--- src/rtl/mem_access_unit.sv ---
// Memory-side stage of the multicycle MIPS datapath: runs one load/store transaction
// against a fixed-latency synchronous RAM, with sub-word stores done as read-modify-write.
`timescale 1ns/1ps

// state   | meaning
// IDLE    | waiting for start; mem_addr/mem_wdata/rdata hold
// RD_WAIT | read issued, counting edges until mem_rdata is valid
// WR      | single-cycle RAM write
// DONE    | one-cycle completion pulse, err valid
module mem_access_unit #(
    parameter int READ_LATENCY = 2
) (
    input  logic        clk,
    input  logic        reset,
    input  logic        start,
    input  logic        we,
    input  logic [1:0]  size,
    input  logic        sign_ext,
    input  logic [31:0] addr,
    input  logic [31:0] wdata,
    input  logic [31:0] mem_rdata,
    output logic [31:0] mem_addr,
    output logic        mem_wr,
    output logic [31:0] mem_wdata,
    output logic [31:0] rdata,
    output logic        busy,
    output logic        done,
    output logic        err
);

    typedef enum logic [1:0] {IDLE, RD_WAIT, WR, DONE} state_t;

    state_t      state_q, state_d;
    logic [3:0]  cnt_q, cnt_d;
    logic        we_q, we_d;
    logic [1:0]  size_q, size_d;
    logic        sign_ext_q, sign_ext_d;
    logic [1:0]  addr_lo_q, addr_lo_d;
    logic [15:0] wdata_q, wdata_d;
    logic [31:0] mem_addr_q, mem_addr_d;
    logic [31:0] mem_wdata_q, mem_wdata_d;
    logic [31:0] rdata_q, rdata_d;
    logic        err_q, err_d;

    logic        req_half, req_byte, req_misaligned;
    logic        lat_half, lat_byte;
    logic [7:0]  rd_byte;
    logic [15:0] rd_half;
    logic [31:0] load_val;
    logic [31:0] merged;

    // size 11 is decoded as word: anything not half/byte is a word access
    assign req_half       = (size == 2'b01);
    assign req_byte       = (size == 2'b10);
    assign req_misaligned = req_half ? addr[0] : (!req_byte && (addr[1:0] != 2'b00));
    assign lat_half       = (size_q == 2'b01);
    assign lat_byte       = (size_q == 2'b10);

    always_comb begin
        rd_byte = mem_rdata[7:0];
        case (addr_lo_q)
            2'd0: rd_byte = mem_rdata[7:0];
            2'd1: rd_byte = mem_rdata[15:8];
            2'd2: rd_byte = mem_rdata[23:16];
            2'd3: rd_byte = mem_rdata[31:24];
            default: rd_byte = mem_rdata[7:0];
        endcase
        rd_half = addr_lo_q[1] ? mem_rdata[31:16] : mem_rdata[15:0];

        load_val = mem_rdata;
        if (lat_byte)
            load_val = {{24{sign_ext_q & rd_byte[7]}}, rd_byte};
        else if (lat_half)
            load_val = {{16{sign_ext_q & rd_half[15]}}, rd_half};

        merged = mem_rdata;
        if (lat_byte) begin
            case (addr_lo_q)
                2'd0: merged[7:0]   = wdata_q[7:0];
                2'd1: merged[15:8]  = wdata_q[7:0];
                2'd2: merged[23:16] = wdata_q[7:0];
                2'd3: merged[31:24] = wdata_q[7:0];
                default: merged = mem_rdata;
            endcase
        end else if (addr_lo_q[1]) begin
            merged[31:16] = wdata_q;
        end else begin
            merged[15:0] = wdata_q;
        end
    end

    always_comb begin
        state_d     = state_q;
        cnt_d       = cnt_q;
        we_d        = we_q;
        size_d      = size_q;
        sign_ext_d  = sign_ext_q;
        addr_lo_d   = addr_lo_q;
        wdata_d     = wdata_q;
        mem_addr_d  = mem_addr_q;
        mem_wdata_d = mem_wdata_q;
        rdata_d     = rdata_q;
        err_d       = err_q;

        case (state_q)
            IDLE: begin
                if (start) begin
                    we_d       = we;
                    size_d     = size;
                    sign_ext_d = sign_ext;
                    addr_lo_d  = addr[1:0];
                    wdata_d    = wdata[15:0];
                    mem_addr_d = {addr[31:2], 2'b00};
                    if (req_misaligned) begin
                        err_d   = 1'b1;
                        state_d = DONE;
                    end else if (we && !req_half && !req_byte) begin
                        mem_wdata_d = wdata;
                        state_d     = WR;
                    end else begin
                        cnt_d   = 4'd1;
                        state_d = RD_WAIT;
                    end
                end
            end
            RD_WAIT: begin
                if (cnt_q == 4'(READ_LATENCY)) begin
                    if (we_q) begin
                        mem_wdata_d = merged;
                        state_d     = WR;
                    end else begin
                        rdata_d = load_val;
                        state_d = DONE;
                    end
                end else begin
                    cnt_d = cnt_q + 4'd1;
                end
            end
            WR: state_d = DONE;
            DONE: begin
                err_d   = 1'b0;
                state_d = IDLE;
            end
            default: state_d = IDLE;
        endcase
    end

    always_ff @(posedge clk) begin
        if (!reset) begin
            state_q     <= IDLE;
            cnt_q       <= 4'd0;
            we_q        <= 1'b0;
            size_q      <= 2'b00;
            sign_ext_q  <= 1'b0;
            addr_lo_q   <= 2'b00;
            wdata_q     <= 16'h0;
            mem_addr_q  <= 32'h0;
            mem_wdata_q <= 32'h0;
            rdata_q     <= 32'h0;
            err_q       <= 1'b0;
        end else begin
            state_q     <= state_d;
            cnt_q       <= cnt_d;
            we_q        <= we_d;
            size_q      <= size_d;
            sign_ext_q  <= sign_ext_d;
            addr_lo_q   <= addr_lo_d;
            wdata_q     <= wdata_d;
            mem_addr_q  <= mem_addr_d;
            mem_wdata_q <= mem_wdata_d;
            rdata_q     <= rdata_d;
            err_q       <= err_d;
        end
    end

    assign mem_addr  = mem_addr_q;
    assign mem_wdata = mem_wdata_q;
    assign rdata     = rdata_q;
    assign err       = err_q;
    assign mem_wr    = (state_q == WR);
    assign busy      = (state_q == RD_WAIT) || (state_q == WR);
    assign done      = (state_q == DONE);

endmodule

--- config.mk ---
export PLATFORM = sky130hd
export DESIGN_NAME = mem_access_unit
export DESIGN_NICKNAME = d
export VERILOG_FILES = /design/src/rtl/mem_access_unit.sv
export SDC_FILE = /design/constraint.sdc
export NUM_CORES = 1
export LEC_CHECK = 0
export ABC_AREA = 1
export BUFFER_PORTS_ARGS = -buffer_cell sky130_fd_sc_hd__buf_2
export CAP_MARGIN = 5
export CORE_UTILIZATION = 50
export CTS_BUF_LIST = sky130_fd_sc_hd__clkbuf_4 sky130_fd_sc_hd__clkbuf_8
export DETAILED_ROUTE_END_ITERATION = 12
export MAX_ROUTING_LAYER = met4
export PLACE_DENSITY_LB_ADDON = 0.3
export RECOVER_POWER = 50
export SETUP_SLACK_MARGIN = 0.4
export SYNTH_ARGS = -nofsm -noshare
export SYNTH_HDL_FRONTEND = slang
export SYNTH_SLANG_ARGS = --single-unit
export TNS_END_PERCENT = 50
--- constraint.sdc ---
create_clock -name clk -period 2.1 [get_ports clk]
set_clock_uncertainty 0.1 [all_clocks]
set_input_delay 0.42 -clock clk [delete_from_list [all_inputs] [get_ports clk]]
set_output_delay 0.42 -clock clk [all_outputs]
set_load 0.005 [all_outputs]
==> results of run 1 <==
## placed cells by master (no fill, tap or decap), types with 6 or more instances in the layout
cell and instances:
a21oi_1 71, buf_6 10, clkbuf_1 29, o211ai_1 41, nor2_4 9, nor2_2 29
nand2_1 297, dfxtp_1 118, clkbuf_8 20, nor2_1 121, or2_2 32, buf_12 7
buf_2 169, nand3_1 81, a21oi_2 6, inv_1 69, buf_4 27, o21ai_0 82
nand2_2 6, inv_2 8, o21ai_1 14, nand2_4 6
## registers in the layout (all words and copies together) (netlist names)
register	flops
cnt_q	4
addr_lo_q	2
mem_addr	30
rdata	32
size_q	2
err	1
wdata_q	16
sign_ext_q	1
we_q	1
mem_wdata	32
state_q	2
## metal layers
metal / share of wire (%) / global-route usage (%)
met5: 0 / -
met4: 4.1 / 15.2
met3: 9.1 / 8.60
met2: 46 / 51.9
met1: 41 / 40.1
## stage by stage
stage	setup slack [ns]	area (um^2)	util [%]	hold WS (ns)	total power, mW
2_1_floorplan	0.417	6940	-	0.343	6.47
6_report	0.221	9100	68.2	0.107	11.3
3_5_place_dp	0.170	7960	59.6	0.366	7.73
5_1_grt	0.140	9100	68.2	0.0971	12.1
4_1_cts	0.308	8910	66.8	0.0828	11.1
3_3_place_gp	0.258	7960	59.6	0.356	7.66
## power by group through the flow
stage / sequential, mW / clock (mW) / combinational (mW)
5_1_grt: 3.49 / 2.50 / 6.07
3_5_place_dp: 3.39 / 0 / 4.34
3_3_place_gp: 3.36 / 0 / 4.30
2_1_floorplan: 3.40 / 0 / 3.07
4_1_cts: 3.42 / 2.40 / 5.25
6_report: 3.43 / 2.38 / 5.48
## cell families after synthesis
| group | Yosys count |
|---|---|
| AND/OR/NAND/NOR | 586 |
| AO/OA/AOI/OAI | 221 |
| buffers and inverters | 160 |
| flip-flops | 123 |
| adder cells (fa/ha/maj) | 7 |
| XOR/XNOR | 1 |
| other | 1 |
## area by class of cell
cell class,count,area [um^2],area share (%)
multi-input combinational,817,4000,43.9
timing repair buffer,253,1620,17.8
clock buffer,21,283,3.11
inverter,84,338,3.71
antenna,3,7.51,0.0825
tap,176,220,2.42
sequential,123,2470,27.1
clock inverter,11,166,1.83
## worst max path at each step
stage / start / endpoint / cells past startpoint
3_3_place_gp: state_q[1] / rdata[14] / 10
6_report: state_q[0] / busy / 3
5_1_grt: state_q[0] / mem_wdata[11] / 12
3_5_place_dp: state_q[1] / rdata[12] / 9
2_1_floorplan: state_q[0] / mem_wdata[24] / 11
4_1_cts: state_q[0] / busy / 3
## worst min-delay path, cell delays in order
cell	delay [ns]
buf_2	0.07
o21ai_0	0.07
nor2_1	0.07
## timing repair
item / in CTS / in global routing
endpoints found under the setup margin: 110 / 111
gates cloned: 5 / 3
resized for setup: 76 / 50
pin swaps: 34 / 11
buffers inserted: 16 / 8
==> results.sh, run 1 <==
export IMPL_status="complete, no violations"
export IMPL_finalHoldViolations=0
export IMPL_worstPathMaxFanout=4
export IMPL_io_pins=203
export IMPL_via_per_inst=5.39
export IMPL_cp_cell_sequence="inv_4 -> ha_4 -> buf_6"
export IMPL_antenna_found_initial=2
export IMPL_synth_simple_gate_area_share_pct=34.9
export IMPL_finalSetupViolCount=0
export IMPL_yosys_area_top_type="dfxtp_1"
export IMPL_grt_pass1_vias=7253
export IMPL_synth_most_common_cell="nand2_1"
export IMPL_synth_compound_area_share_pct=17.8
export IMPL_clockRootBuffer="clkbuf_8"
export IMPL_grt_ovfl_total=0
export IMPL_wl_per_cell_um=15.5
export IMPL_pwr_density_cell_nw_per_um2=1240
export IMPL_slew_violations=0
export IMPL_track_usage_pct=33.2
export IMPL_path_delay_family="flip-flops"
export IMPL_yosysSeqAreaShare_pct=35.6
export IMPL_leakage_nw=4.43
export IMPL_avgSynthCellArea_um2=6.29
export IMPL_worstSkewPairLatency_ns=0.46
export IMPL_final_cells=1488
export IMPL_io_buffers=200
export IMPL_synthAdderAreaFrac_pct=1.27
export IMPL_start_util_pct=51.8
export IMPL_drive_above_1_share_pct=28.2
export IMPL_drc=0
export IMPL_ys_seq_elements=123
export IMPL_critPathKind="reg2out"
export IMPL_clk_pin_slew_ns=0.07
export IMPL_cts_hold_buf=0
export IMPL_cpPeakStageDelay_ns=0.46
export IMPL_ys_async_sr_fraction_pct=0
export IMPL_tightestPinTransition_ns=0.581
export IMPL_fp_row_count=42
export IMPL_cp_required_ns=1.58
export IMPL_seqPwrFrac_pct=30.3
export IMPL_worst_r2r_endpoint="mem_wdata[31]"
export IMPL_fin_crit_ns=1.88
export IMPL_max_vdd_ir_drop_mv=0.912
export IMPL_grt_pass1_wl_um=36500
export IMPL_finalWeightedCongestion=0.972
export IMPL_min_delay_worst_endpoint="mem_addr[20]"
export IMPL_place_hpwl_um=14600
export IMPL_drt_wl_total_um=23100
export IMPL_switchingPower_mw=4.58
export IMPL_vias=8026
export IMPL_die_x_um=120
export IMPL_synth_cell_types=28
export IMPL_fillers=1209
export IMPL_finalNetCount=1406
export IMPL_cts_buffers=17
export IMPL_cts_sinks=123
export IMPL_synth_edf_count=0
export IMPL_place_inst=1421
export IMPL_hold_start="addr[20]"
export IMPL_htree_levels=4
export IMPL_yosys_warnings=0
export IMPL_r2r_start="state_q[0]"
export IMPL_cts_buffer_depth=2
export IMPL_syn_inst=1099
export IMPL_cp_end_kind="output pin"
export IMPL_drv_cap=0
export IMPL_setup_tns_ns=0
export IMPL_ant_nets=0
export IMPL_yosys_top_cells_area="dfxtp_1 36%, nand2_1 17%, nor2_1 8.4%"
export IMPL_dieArea_um2=14300
export IMPL_synthMuxAreaShare_pct=0
export IMPL_slowest_stage="dfxtp_1"
export IMPL_synth_common_cells="309 x nand2_1, 155 x nor2_1, 123 x dfxtp_1"
export IMPL_syn_area_um2=6920
export IMPL_fp_dieH_um=120
export IMPL_rsz0062_at_grt="yes"
export IMPL_swShare_pct=40.6
export IMPL_fmax_ghz=0.532
export IMPL_yosysTopAreaCellShare_pct=35.6
export IMPL_internal_power_mw=6.71
export IMPL_min_period_over_period_pct=89.5
export IMPL_synth_top_family_by_area="simple AND/OR/NAND/NOR gates"
export IMPL_cts_tree="built"
export IMPL_reg2reg_slack_ns=0.22
export IMPL_hold_path_class="in2reg"
export IMPL_slew_headroom_pct=61.2
export IMPL_synth_main_ff_cell="dfxtp_1"
export IMPL_grt_max_degree=119
export IMPL_area_growth_pct=31.6
export IMPL_dr_pass1_iters=7
export IMPL_worstHoldPathCells=3
export IMPL_cp_arrival_ns=1.36
export IMPL_drt_iter0_drc=826
export IMPL_crit_buf_inv=2
export IMPL_core_area_um2=13300
export IMPL_p_clk_share_pct=21.1
export IMPL_reg2reg_depth=12
export IMPL_start_kind="register"
export IMPL_synth_xor_area_share_pct=0.127
export IMPL_power_frac_comb_pct=48.6
(Power assumes the default switching activity.)
==> run 2, diff against run 1 <==
- CORE_UTILIZATION: 50 -> 25
==> run 2 against run 1 <==
Worst hold slack lost 0.020 ns. Register-to-register slack improved by 0.099 ns. Critical path depth did not move. Clock power barely moved. Power about the same. Via count decreased by 0.67%. Sequential power shrank 1%. Largest cell class unchanged.
==> results.sh, run 2 (synthesis gave the netlist of run 1 again) <==
export IMPL_status="complete, no violations"
export IMPL_worstPathMaxFanout=4
export IMPL_antenna_found_initial=4
export IMPL_ant_nets=0
export IMPL_drive_above_1_share_pct=26.2
export IMPL_cp_end_kind="output pin"
export IMPL_cts_buffer_depth=2
export IMPL_drt_iter0_drc=612
export IMPL_place_hpwl_um=18100
export IMPL_power_total_mw=11.3
export IMPL_hold_path_class="in2reg"
export IMPL_min_period_over_period_pct=85.4
export IMPL_reg2reg_depth=12
export IMPL_finalSetupViolCount=0
export IMPL_cp_cell_sequence="inv_4 -> ha_4 -> buf_6"
export IMPL_grt_pass1_wl_um=40200
export IMPL_dr_pass1_iters=7
export IMPL_grt_pass1_vias=7322
export IMPL_final_common_cell="nand2_1"
export IMPL_worstHoldPathCells=3
export IMPL_power_frac_comb_pct=49.2
export IMPL_area_growth_pct=35.5
export IMPL_drc=0
export IMPL_rsz0062_at_grt="yes"
export IMPL_clk_pin_slew_ns=0.10
export IMPL_track_usage_pct=18.9
export IMPL_final_cells=1660
export IMPL_timing_final_ws_setup_ns=0.307
export IMPL_post_place_ws_ns=0.245
export IMPL_fin_crit_ns=1.79
export IMPL_layout_common_cells="282 x nand2_1, 148 x nor2_1, 139 x buf_2"
export IMPL_cp_required_ns=1.58
export IMPL_dieArea_um2=28300
export IMPL_grt_ovfl_total=0
export IMPL_finalWeightedCongestion=0.938
export IMPL_slew_violations=0
export IMPL_seqPwrFrac_pct=30.0
export IMPL_fmax_ghz=0.558
export IMPL_cts_buffers=17
export IMPL_finalHoldViolations=0
export IMPL_internal_power_mw=6.47
export IMPL_switchingPower_mw=4.82
export IMPL_pwr_density_cell_nw_per_um2=1200
export IMPL_swShare_pct=42.7
export IMPL_slowest_stage="dfxtp_4"
export IMPL_io_buffers=200
export IMPL_fp_row_count=60
export IMPL_p_clk_share_pct=20.8
export IMPL_cts_tree="built"
export IMPL_start_kind="register"
export IMPL_clockRootBuffer="clkbuf_8"
export IMPL_finalNetCount=1412
export IMPL_cts_sinks=123
export IMPL_io_pins=203
export IMPL_core_area_um2=27000
export IMPL_fillers=2978
export IMPL_vias=7972
export IMPL_leakage_nw=4.35
export IMPL_cp_arrival_ns=1.27
export IMPL_via_per_inst=4.80
export IMPL_drt_wl_total_um=26900
export IMPL_setup_tns_ns=0
export IMPL_die_x_um=168
export IMPL_critPathKind="reg2out"
export IMPL_wl_per_cell_um=16.2
export IMPL_htree_levels=4
export IMPL_cpPeakStageDelay_ns=0.39
export IMPL_max_vdd_ir_drop_mv=0.622
export IMPL_worstSkewPairLatency_ns=0.46
export IMPL_grt_max_degree=76
export IMPL_drv_cap=0
export IMPL_fp_dieH_um=168
export IMPL_place_inst=1591
export IMPL_start_util_pct=25.6
==> run 2: path summary, 6_finish.rpt <==
path	from	to	slack (ns)
min reg2reg	mem_wdata[9]	mem_wdata[9]	0.37
min	addr[15]	mem_addr[15]	0.09
max	state_q[0]	busy	0.31
max reg2reg	state_q[1]	mem_wdata[0]	0.32
==> run 2: worst max-delay path: cells and delay by family (launching register included) <==
family / cells / cell delay, ns
flops: 1 / 0.39
fa+ha+maj: 1 / 0.27
buf+inv: 2 / 0.14
==> run 2: power groups by stage <==
stage / logic, mW / registers [mW] / clock network, mW
after floorplan: 3.07 / 3.40 / 0
after global placement: 4.54 / 3.39 / 0
after detailed placement: 4.57 / 3.40 / 0
after CTS: 5.18 / 3.36 / 2.40
after global routing: 6.17 / 3.47 / 2.51
final: 5.56 / 3.38 / 2.35
==> run 2: metrics by stage <==
step / hold slack (ns) / utilization (%) / instance area [um^2]
2_1_floorplan: 0.343 / - / 6940
3_3_place_gp: 0.357 / 30.5 / 8260
3_5_place_dp: 0.364 / 30.5 / 8260
4_1_cts: 0.0688 / 33.2 / 8960
5_1_grt: 0.0880 / 34.7 / 9380
6_report: 0.0868 / 34.7 / 9380
==> run 2: routing by layer <==
layer / global-route usage [%] / wire (um) / part of all wire [%]
met4: 7.63 / 686 / 2.6
met5: - / 0 / 0
met1: 23.1 / 11900 / 44
met2: 29.6 / 12400 / 46
met3: 4.75 / 1820 / 6.8
==> run 2: area by class of cell <==
class | instances | area, um^2 | area share, %
well taps | 341 | 427 | 4.55
flip-flops and latches | 123 | 2480 | 26.4
diodes | 4 | 10.0 | 0.107
multi-input cells | 817 | 4000 | 42.7
clock buffers | 17 | 234 | 2.50
inverters | 84 | 329 | 3.51
clock inverters | 15 | 191 | 2.04
repair buffers | 259 | 1700 | 18.2
==> run 2: timing repair <==
action,in CTS,in global routing
hold buffers,0,0
setup buffers,8,13
endpoints found under the setup margin,64,74
gates cloned,5,7
gates resized for setup,21,100
pin swaps,3,14
